$ cat src/rtl/ntt_net_pkg.sv
// Shared definitions for the NTT bank network: mode encodings, select-width
// derivation and lane slice index helpers.
package ntt_net_pkg;

  localparam logic MODE_GATHER  = 1'b0;
  localparam logic MODE_SCATTER = 1'b1;

  // Width of a per-lane select for a given lane count (never less than 1).
  function automatic int sel_width(input int n_lanes);
    return (n_lanes <= 2) ? 1 : $clog2(n_lanes);
  endfunction

  // Low bit of lane `lane` in a vector packed with `w`-bit lanes.
  function automatic int lane_lo(input int lane, input int w);
    return lane * w;
  endfunction

  // High bit of lane `lane` in a vector packed with `w`-bit lanes.
  function automatic int lane_hi(input int lane, input int w);
    return lane * w + w - 1;
  endfunction

endpackage

$ cat src/rtl/network_perm_core.sv
// Combinational lane permutation: gather (out[i] = in[sel[i]]) or scatter
// (out[sel[i]] = in[i], lowest writer wins, unwritten lanes zero), plus a
// flag raised when the select vector is not a permutation.
module network_perm_core
  import ntt_net_pkg::*;
#(
  parameter int N_LANES = 4,
  parameter int DATA_W  = 7
) (
  input  logic                                   mode,
  input  logic [N_LANES*DATA_W-1:0]              data_in,
  input  logic [N_LANES*sel_width(N_LANES)-1:0]  sel_in,
  output logic [N_LANES*DATA_W-1:0]              data_out,
  output logic                                   conflict
);

  localparam int SEL_W = sel_width(N_LANES);

  // Duplicate selects mean the vector is not a permutation.
  always_comb begin
    conflict = 1'b0;
    for (int i = 0; i < N_LANES; i++) begin
      for (int j = i + 1; j < N_LANES; j++) begin
        if (sel_in[lane_lo(i, SEL_W) +: SEL_W] == sel_in[lane_lo(j, SEL_W) +: SEL_W])
          conflict = 1'b1;
      end
    end
  end

  // Lane mux; scatter scans writers from the top down so the lowest index lands last.
  always_comb begin
    data_out = '0;
    if (mode == MODE_GATHER) begin
      for (int i = 0; i < N_LANES; i++) begin
        for (int j = 0; j < N_LANES; j++) begin
          if (sel_in[lane_lo(i, SEL_W) +: SEL_W] == SEL_W'(j))
            data_out[lane_lo(i, DATA_W) +: DATA_W] = data_in[lane_lo(j, DATA_W) +: DATA_W];
        end
      end
    end else begin
      for (int j = 0; j < N_LANES; j++) begin
        for (int i = N_LANES - 1; i >= 0; i--) begin
          if (sel_in[lane_lo(i, SEL_W) +: SEL_W] == SEL_W'(j))
            data_out[lane_lo(j, DATA_W) +: DATA_W] = data_in[lane_lo(i, DATA_W) +: DATA_W];
        end
      end
    end
  end

endmodule

$ cat src/rtl/network_bank_xbar.sv
// Pipelined N-lane bank crossbar with valid/ready elastic stages and a
// saturating counter of conflicted (non-permutation) beats.
module network_bank_xbar
  import ntt_net_pkg::*;
#(
  parameter int N_LANES     = 4,
  parameter int DATA_W      = 7,
  parameter int SEL_W       = sel_width(N_LANES),
  parameter int PIPE_STAGES = 2,
  parameter int CNT_W       = 16
) (
  input  logic                        clk,
  input  logic                        rst,
  input  logic                        in_valid,
  output logic                        in_ready,
  input  logic                        mode,
  input  logic [N_LANES*DATA_W-1:0]   data_in,
  input  logic [N_LANES*SEL_W-1:0]    sel_in,
  output logic                        out_valid,
  input  logic                        out_ready,
  output logic [N_LANES*DATA_W-1:0]   data_out,
  output logic                        conflict,
  output logic [CNT_W-1:0]            conflict_cnt
);

  localparam int WORD_W = N_LANES * DATA_W;
  localparam int LAST   = PIPE_STAGES - 1;

  logic [WORD_W-1:0]      perm_data;
  logic                   perm_conflict;
  logic [PIPE_STAGES-1:0] vld_p;
  logic [PIPE_STAGES-1:0] rdy;
  logic [WORD_W-1:0]      data_p [PIPE_STAGES];
  logic [PIPE_STAGES-1:0] conflict_p;
  logic                   accept;

  function automatic logic [CNT_W-1:0] sat_inc(input logic [CNT_W-1:0] v);
    return (&v) ? v : v + CNT_W'(1);
  endfunction

  network_perm_core #(
    .N_LANES (N_LANES),
    .DATA_W  (DATA_W)
  ) u_perm (
    .mode     (mode),
    .data_in  (data_in),
    .sel_in   (sel_in),
    .data_out (perm_data),
    .conflict (perm_conflict)
  );

  // Per-stage load enable: a stage may take new data when empty or draining,
  // chained back from out_ready so bubbles collapse.
  always_comb begin
    logic r;
    rdy       = '0;
    r         = !vld_p[LAST] || out_ready;
    rdy[LAST] = r;
    for (int k = LAST - 1; k >= 0; k--) begin
      r      = !vld_p[k] || r;
      rdy[k] = r;
    end
  end

  assign in_ready = rdy[0] && !rst;
  assign accept   = in_valid && in_ready;

  // Stage valid bits and the conflict counter.
  always_ff @(posedge clk) begin
    if (rst) begin
      vld_p        <= '0;
      conflict_cnt <= '0;
    end else begin
      // stage 0: permuted beat enters
      if (rdy[0]) vld_p[0] <= in_valid;
      // stages 1..LAST: delay only
      for (int k = 1; k < PIPE_STAGES; k++) begin
        if (rdy[k]) vld_p[k] <= vld_p[k-1];
      end
      if (accept && perm_conflict) conflict_cnt <= sat_inc(conflict_cnt);
    end
  end

  // Stage payloads; validity is carried by vld_p, so no reset is needed here.
  always_ff @(posedge clk) begin
    // stage 0: registered permutation result
    if (rdy[0]) begin
      data_p[0]     <= perm_data;
      conflict_p[0] <= perm_conflict;
    end
    // stages 1..LAST: delay only
    for (int k = 1; k < PIPE_STAGES; k++) begin
      if (rdy[k]) begin
        data_p[k]     <= data_p[k-1];
        conflict_p[k] <= conflict_p[k-1];
      end
    end
  end

  assign out_valid = vld_p[LAST];
  assign data_out  = vld_p[LAST] ? data_p[LAST] : '0;
  assign conflict  = vld_p[LAST] && conflict_p[LAST];

endmodule

$ cat config.mk
export PLATFORM = sky130hd
export DESIGN_NAME = network_bank_xbar
export DESIGN_NICKNAME = d
export VERILOG_FILES = /design/src/rtl/ntt_net_pkg.sv /design/src/rtl/network_perm_core.sv /design/src/rtl/network_bank_xbar.sv
export SDC_FILE = /design/constraint.sdc
export NUM_CORES = 1
export LEC_CHECK = 0
export ABC_AREA = 1
export BUFFER_PORTS_ARGS = -buffer_cell sky130_fd_sc_hd__buf_2
export CORE_ASPECT_RATIO = 0.5
export CORE_MARGIN = 3
export CORE_UTILIZATION = 55
export CTS_CLUSTER_SIZE = 16
export DETAILED_ROUTE_END_ITERATION = 10
export PLACE_DENSITY = 0.89
export SLEW_MARGIN = 20
export SYNTH_ARGS = -nofsm -noshare
export SYNTH_HDL_FRONTEND = slang
export SYNTH_SLANG_ARGS = --single-unit
$ cat constraint.sdc
create_clock -name clk -period 2.87 [get_ports clk]
set_input_delay 0.574 -clock clk [delete_from_list [all_inputs] [get_ports clk]]
set_output_delay 0.574 -clock clk [all_outputs]
set_load 0.01 [all_outputs]
; Word level (Yosys, flattened, before mapping)
; Memory sizes are Yosys's and may differ from the RTL's.
; Index checks and enable logic that the tools add are counted.
[word_totals]
out_inout_bits = 47
mem_count = 1
in_bits = 41
word_cells = 85
reg_bits = 20
mem_bits_rw = 56
[mem_list]
columns = memory, depth, word_bits, rd, rd_ports_with_merged_regs, write_ports, line
row1 = data_p, 2, 28, 2, 0, 2, network_bank_xbar.sv:33  ; logic [WORD_W-1:0] data_p [PIPE_STAGES];
[op_classes]
n_eq_ne = 18
n_bitwise = 1
muxes = 44
n_reduce_logical = 15
add_sub_neg = 1
[op_table]
columns = operator, count
row1 = $mux 7, 32
row2 = $mux 28, 2
row3 = $add 16x1->16 const B, 1
row4 = $eq 2x2->1 const B, 8
row5 = $reduce_and 16->1, 1
row6 = $eq 2x2->1, 6
row7 = $mux 1, 10
row8 = $eq 2x1->1 const B, 4
row9 = $logic_not 2->1, 4
row10 = $logic_and 1x1->1, 4
row11 = $logic_not 1->1, 3
row12 = $logic_or 1x1->1, 2
row13 = $reduce_and 2->1, 1
row14 = $not 1->1, 1

; Logic depth before layout (Yosys ltp)
; Gate-level depths: netlist (run 1).
[depth]
depth_word = 9
depth_mapped = 13

; Modules after synthesis
; From an unflattened synthesis (run 1), not the netlist that was laid out.
[unflattened]
hier_cells = 800
area_unflattened_um2 = 5268.8
[modules_own_cells]
columns = module, instances, cells_each, area_per_inst_um2
row1 = network_bank_xbar, 1, 275, 3006.6
row2 = network_perm_core, 1, 525, 2262.2

; Worst setup path before layout (run 1)
; OpenSTA, ideal clock, no wires.
[synth_path]
kind = in2out
startpoint = input out_ready
endpoint = output in_ready
setup_slack_ns = 0.300
path_buffers = 0
arrival_time_ns = 1.996
stages = 6
cell_sequence = inv_1 nand2_2 nor2_1 inv_1 nand2_2 inv_1
[synth_via]
elab_chain_cells = 3
[synth_rtl]
columns = item, line
row1 = start: declaration, network_bank_xbar.sv:20  ; input logic out_ready,
row2 = $logic_or 1x1->1, network_bank_xbar.sv:57  ; r = !vld_p[LAST] || out_ready;
row3 = via rdy[1], network_bank_xbar.sv:32  ; logic [PIPE_STAGES-1:0] rdy;
row4 = $logic_or 1x1->1, network_bank_xbar.sv:60  ; r = !vld_p[k] || r;
row5 = $logic_and 1x1->1, network_bank_xbar.sv:65  ; assign in_ready = rdy[0] && !rst;
row6 = end: declaration, network_bank_xbar.sv:15  ; output logic in_ready,
; The timed path passes the listed nets, and every way through them passes these cells.

; Worst setup path in the final report (run 1)
[layout_path]
startpoint = register vld_p[1]
endpoint = output data_out[8]
[layout_via]
elab_chain_cells = 1
[layout_rtl]
columns = item, line
row1 = start: declaration, network_bank_xbar.sv:31  ; logic [PIPE_STAGES-1:0] vld_p;
row2 = start signal: indexed assignment, network_bank_xbar.sv:78  ; if (rdy[k]) vld_p[k] <= vld_p[k-1];
row3 = $mux 28, network_bank_xbar.sv:101  ; assign data_out = vld_p[LAST] ? data_p[LAST] : '0;
row4 = end: declaration, network_bank_xbar.sv:21  ; output logic [N_LANES*DATA_W-1:0] data_out,
; No other way between the ends.

==> metrics, run 1 <==
final hold vios 0; core area 8920 sq um; WL final 14900 um; post-DP HPWL 9830 um; cts hold-fix bufs 0; total power around 0.0031 W; Post-CTS Repair Setup Buffers 0; Crit Path Category reg -> out; syn nets around 750; vias in the first global route approximately 4800; fill count ~730; IO Port Bufs 87; die area about 11000 sq um; CTS tree yes; Max transition margin 45.0%; Pleak 2.96 nW; P&R area growth vs syn 14.4%; setup TNS 0 ps; clock slew at reported path FFs around 60 ps; GRT Total Usage a little over a quarter; clk buf depth 2; most frequent cells in the layout nand2_1, inv_1, buf_2; Max-cap violations 0; Worst EP arrival approximately 1600 ps; Slew @ Worst Pin between 800 and 900 ps; die height 74.6 um; DR iter-0 viols ~900; Cell Area, Synth 5180 sq um; final net count between 800 and 900; VDD IR max 0.297 mV; Final Max Tran Viols 0; Ant. Diodes 0; layout cell share with drive strength beyond 1 a little under a fifth; CTS resizes 0; status complete, no violations; most common cell after layout, fill and taps aside nand2_1; row cnt 24; most area-consuming cells after synthesis edfxtp_1, nand2_1, inv_1; Initial Utilization between 50 and 60%; post-route cell area 5930 sq um; Worst EP required ~2300 ps; Inserted Clock Buffers 9; Vias/cell 6.02; RSZ-0062 raised after global routing false; period utilisation layout about three quarters; Clock H-tree levels 3; RePlAce Congestion around 0.98; IO Count about 90; largest area contributor in the netlist edfxtp_1; Yosys warning count 0; Final ANT Viol Nets 0; fin crit period roughly 2100 ps; critical-path maximum fanout 17; initial antenna violation count 0; CTS root buffer clkbuf_16; Hold Crit Class reg -> reg; Die W 143 um; DP Area about 5600 sq um; WL/cell roughly 17 um; drt first pass iters 6; CP Launch Type flop; Crit. End Element output pin; Synth Instances 704; Synth Register Bits 76; Pwr Density about 530 nW/um^2; synth unique cells a little over 40; vias ~5400; area of the multi-input gates about 2400 sq um; syn_area_per_cell about 7.4 sq um; setup violators final 0; Clock Skew a little under 8 ps; largest net degree at the start of global routing 37; top-area cell type share of the netlist area approximately a third; DRC errors left 0; f_max approximately 470 MHz; CTS sink cnt 76; total gr overflow 0; sequential area share after synthesis 40.6%; global-route wire length before repair approximately 23000 um; sequential cell area approximately 2100 sq um; clock latency on the worst-skew pair between 300 and 400 ps
-- kinds of logic (layout without fill, tap and decap cells) --
| kind of cell | count (synthesis) | count (layout) | synth area share [%] |
|---|---|---|---|
| AOI/OAI and AO/OA | 171 | 171 | 19.6 |
| xor gates and xnor gates | 6 | 6 | 1.01 |
| adders and majority gates | 1 | 1 | 0.241 |
| buffers and inverters | 146 | 219 | 12.3 |
| DFF | 76 | 76 | 40.6 |
| and+or+nand+nor | 304 | 304 | 26.3 |
-- metal layers --
layer  vias up  share of wire [%]  track usage [%]
met4         0                3.2             12.0
met5         -                  0                0
met3        74                 13             7.23
met2       414                 43             42.7
met1      2387                 41             36.9
li1       2507                  -                -
-- worst max-delay path: stages, from the launching register on --
cell and delay, ps:
dfxtp_1 640, buf_4 300, nand2_1 80, inv_1 90
buf_2 130
-- final timing paths --
check | start | end | slack (ps) | cells after the start
setup / recovery | vld_p[1]$_SDFFE_PP0P_ | data_out[8] | 720 | 4
hold / removal | data_p[0][0]$_DFFE_PN_ | data_p[0][28]$_DFFE_PP_ | 420 | 0
setup reg to reg | vld_p[1]$_SDFFE_PP0P_ | conflict_cnt[2]$_SDFFE_PP0P_ | 1050 | 8
hold reg to reg | data_p[0][0]$_DFFE_PN_ | data_p[0][28]$_DFFE_PP_ | 420 | 0
-- sequential cells by signal (all words and copies together) (netlist names) --
name and count:
conflict_cnt 16, vld_p 2, data_p 56, conflict_p 2
-- synth_stat cells --
| library cell | instances |
|---|---|
| nand2_1 | 181 |
| o221ai_1 | 15 |
| a31oi_1 | 1 |
| nor2_1 | 50 |
| nand3_4 | 1 |
| clkinv_2 | 1 |
| o211ai_1 | 16 |
| clkbuf_1 | 13 |
| buf_1 | 2 |
| nand4_4 | 1 |
| o21ai_1 | 1 |
| buf_6 | 6 |
| inv_1 | 97 |
| nand2_2 | 7 |
| ha_1 | 1 |
| inv_2 | 5 |
| inv_6 | 1 |
| dfxtp_1 | 18 |
| a22oi_1 | 3 |
| edfxtp_1 | 58 |
| nor2_8 | 1 |
| or2_2 | 1 |
| o31ai_1 | 2 |
| xor2_1 | 6 |
| buf_2 | 10 |
| nand3_2 | 2 |
| nand2_4 | 1 |
| o21ai_0 | 72 |
| nor3_1 | 10 |
| nor2_4 | 4 |
| inv_4 | 2 |
| clkinv_1 | 3 |
| nand3_1 | 21 |
| a21oi_1 | 33 |
| o22ai_1 | 22 |
| buf_4 | 6 |
| nor2_2 | 10 |
| nor3_2 | 1 |
| a21oi_2 | 1 |
| nand4_1 | 13 |
| o2111ai_1 | 5 |
-- report_power, final --
| part | switching, W | internal, W | leakage, nW |
|---|---|---|---|
| clock | 0.000430 | 0.000847 | 0.163 |
| sequential | 0.0000426 | 0.00132 | 0.782 |
| combinational | 0.000349 | 0.000158 | 2.02 |
| total | 0.000821 | 0.00233 | 2.96 |
-- cell type report --
type	instances	share of cell area, %
inverters	109	7.09
clock inverters	5	1.69
multi-input cells	482	41.2
flip-flops and latches	76	35.4
repair buffers	94	8.23
clock buffers	11	3.92
well taps	117	2.47
-- stage by stage --
step           utilization (%)  setup slack [ps]  std cells  hold slack, ps
2_1_floorplan                -               300        704             400
5_1_grt                   66.5               615        894             424
3_3_place_gp              62.8               644        878             400
3_5_place_dp              62.8               545        878             405
4_1_cts                   66.5               710        894             418
6_report                  66.5               723        894             418
Note: power is estimated with default switching activity, not from simulation.
==> run 2, diff against run 1 <==
==> constraint.sdc (replaced) <==
create_clock -name clk -period 2.1 [get_ports clk]
set_input_delay 0.42 -clock clk [delete_from_list [all_inputs] [get_ports clk]]
set_output_delay 0.42 -clock clk [all_outputs]
set_load 0.01 [all_outputs]
==> metrics, run 2 (synthesis results as in run 1) <==
status complete, no violations; Reg-to-Reg Start conflict_cnt[1]$_SDFFE_PP0P_; global-route wire length before repair 23800 um (+2.8%); core area 8920 sq um (unchanged); Clock H-tree levels 3 (unchanged); Initial Utilization 58.1% (unchanged); Crit Path Category reg -> out; IO Count 88 (unchanged); Pleak 3.05 nW (+3.1%); Max transition margin 54.5% (+9.5 points); reg-to-reg endpoint conflict_cnt[9]$_SDFFE_PP0P_; met1 Track Usage GR 35.5% (-1.5 points); DR iter-0 viols 862 (-4.3%); vias in the first global route 5042 (+5.0%); CP endpoint data_out[2]; clock latency on the worst-skew pair 330 ps (about the same); die height 74.6 um (unchanged); CP Launch Type flop; DRC errors left 0 (unchanged); RSZ-0062 raised after global routing false; clk buf depth 2 (unchanged); most frequent cells in the layout nand2_1, inv_1, buf_2; Worst EP required 1680 ps (-620 ps); Post-CTS Repair Setup Buffers 0 (unchanged); die area 10700 sq um (unchanged); total gr overflow 0 (unchanged); layout cell share with drive strength beyond 1 20.7% (+1.8 points); Max-cap violations 0 (unchanged); period utilisation layout between 80 and 90%; setup violators final 0 (unchanged); IO Port Bufs 87 (unchanged); max incr delay on CP 370 ps (-270 ps); GRT Total Usage 28.5% (+1.1 points); critical-path maximum fanout 30 (+13); Inserted Clock Buffers 9 (unchanged); crit path from vld_p[1]$_SDFFE_PP0P_; f_max around 570 MHz; initial antenna violation count 0 (unchanged); P&R area growth vs syn 17.5%; RePlAce Congestion 1.02 (+4.1%); Cell Chain, Critical Path buf_4 -> nand2_1 -> inv_1 -> buf_2; most common cell after layout, fill and taps aside nand2_1; clock slew at reported path FFs 60 ps (about the same); top flop regs data_p (56), conflict_cnt (16); setup TNS 0 ps (unchanged); CTS resizes 0 (unchanged); cts hold-fix bufs 0 (unchanged); WL/cell 16.9 um (+1.8%); layer with the highest usage met2; max reg flops 56 (unchanged); Slew @ Worst Pin 681 ps (-142 ps); vias 5556 (+3.2%); Crit. End Element output pin; Die W 143 um (unchanged); Ant. Diodes 0 (unchanged); fin crit period 1750 ps; CTS root buffer clkbuf_16; CTS sink cnt 76 (unchanged); VDD IR max 0.444 mV (+49%); drt first pass iters 6 (unchanged); WL final 15400 um (+3.4%); largest net degree at the start of global routing 37 (unchanged); Clock Skew 6.72 ps (-1.12 ps); met2 usage 46.1% (+3.4 points); post-route cell area 6090 sq um (+2.7%); Hold Crit Class in -> reg; register with the most flip-flops data_p; Final Max Tran Viols 0 (unchanged); CTS tree yes; Pwr Density 711 nW/um^2 (+34%); CP max stage cell dfxtp_1; post-DP HPWL 10400 um (+6.0%); R2R setup slack 440 ps (-610 ps); DP Area 5760 sq um (+2.9%); final hold vios 0 (unchanged); Final ANT Viol Nets 0 (unchanged); Vias/cell 6.12 (+1.6%); Worst EP arrival 1330 ps (-240 ps); row cnt 24 (unchanged); met3 capacity usage during global routing 8.25% (+1.0 points); worst reg-to-reg path cell count 10 (+2); final net count 829 (+1.8%)
run 2: changes by cell type in the layout (fill, tap and decap cells not counted), sizes merged:
cell | before | now
buf | 94 | 109
clkinv | 6 | 7
inv | 105 | 104
clkinvlp | 0 | 1
clkbuf | 11 | 9
run 2: report_power, final:
part / leakage, nW / switching (W) / internal, W / total (W)
Clock: 0.163 / 0.000583 / 0.00115 / 0.00173
Combinational: 2.11 / 0.000493 / 0.000244 / 0.000737
Sequential: 0.782 / 0.0000580 / 0.00181 / 0.00186
Total: 3.05 / 0.00113 / 0.00320 / 0.00433
run 2: routing by layer:
metal,wire [um],up-vias,share of wire [%]
met4,803,0,5.2
met2,6720,474,44
met1,5830,2443,38
met5,0,-,0
met3,2030,109,13
li1,-,2530,-
run 2: cell type report:
cell class | instances | area (sq um)
Fill cell | 722 | 2830
Multi-Input combinational cell | 482 | 2450
Sequential cell | 76 | 2100
Timing Repair Buffer | 109 | 638
Inverter | 109 | 424
Clock buffer | 9 | 225
Tap cell | 117 | 146
Clock inverter | 6 | 104
run 2: stage by stage:
step                hold slack (ps)  total power [W]  cells  utilization [%]  setup slack, ps
floorplan                       400          0.00235    704                -             21.1
global placement                401          0.00256    893             64.6              253
detailed placement              405          0.00260    893             64.6              109
CTS                             393          0.00433    908             68.3              335
global route                    406          0.00449    908             68.3              237
finish                          410          0.00433    908             68.3              349
run 2: worst min path at each step:
stage	from	to	slack, ps	cells after the start
floorplan	conflict_p[0]$_DFFE_PN_	conflict_p[1]$_DFFE_PP_	400	0
global placement	data_p[0][14]$_DFFE_PN_	data_p[0][42]$_DFFE_PP_	400	0
detailed placement	conflict_p[0]$_DFFE_PN_	conflict_p[1]$_DFFE_PP_	400	0
CTS	rst	conflict_cnt[10]$_SDFFE_PP0P_	390	2
global route	rst	conflict_cnt[10]$_SDFFE_PP0P_	410	2
finish	rst	conflict_cnt[10]$_SDFFE_PP0P_	410	2
run 2: critical path, delay by kind of cell (launching register included):
family                 cells  cell delay (ps)
flip-flops                 1              370
AND/OR/NAND/NOR            1               80
buffers and inverters      3              530
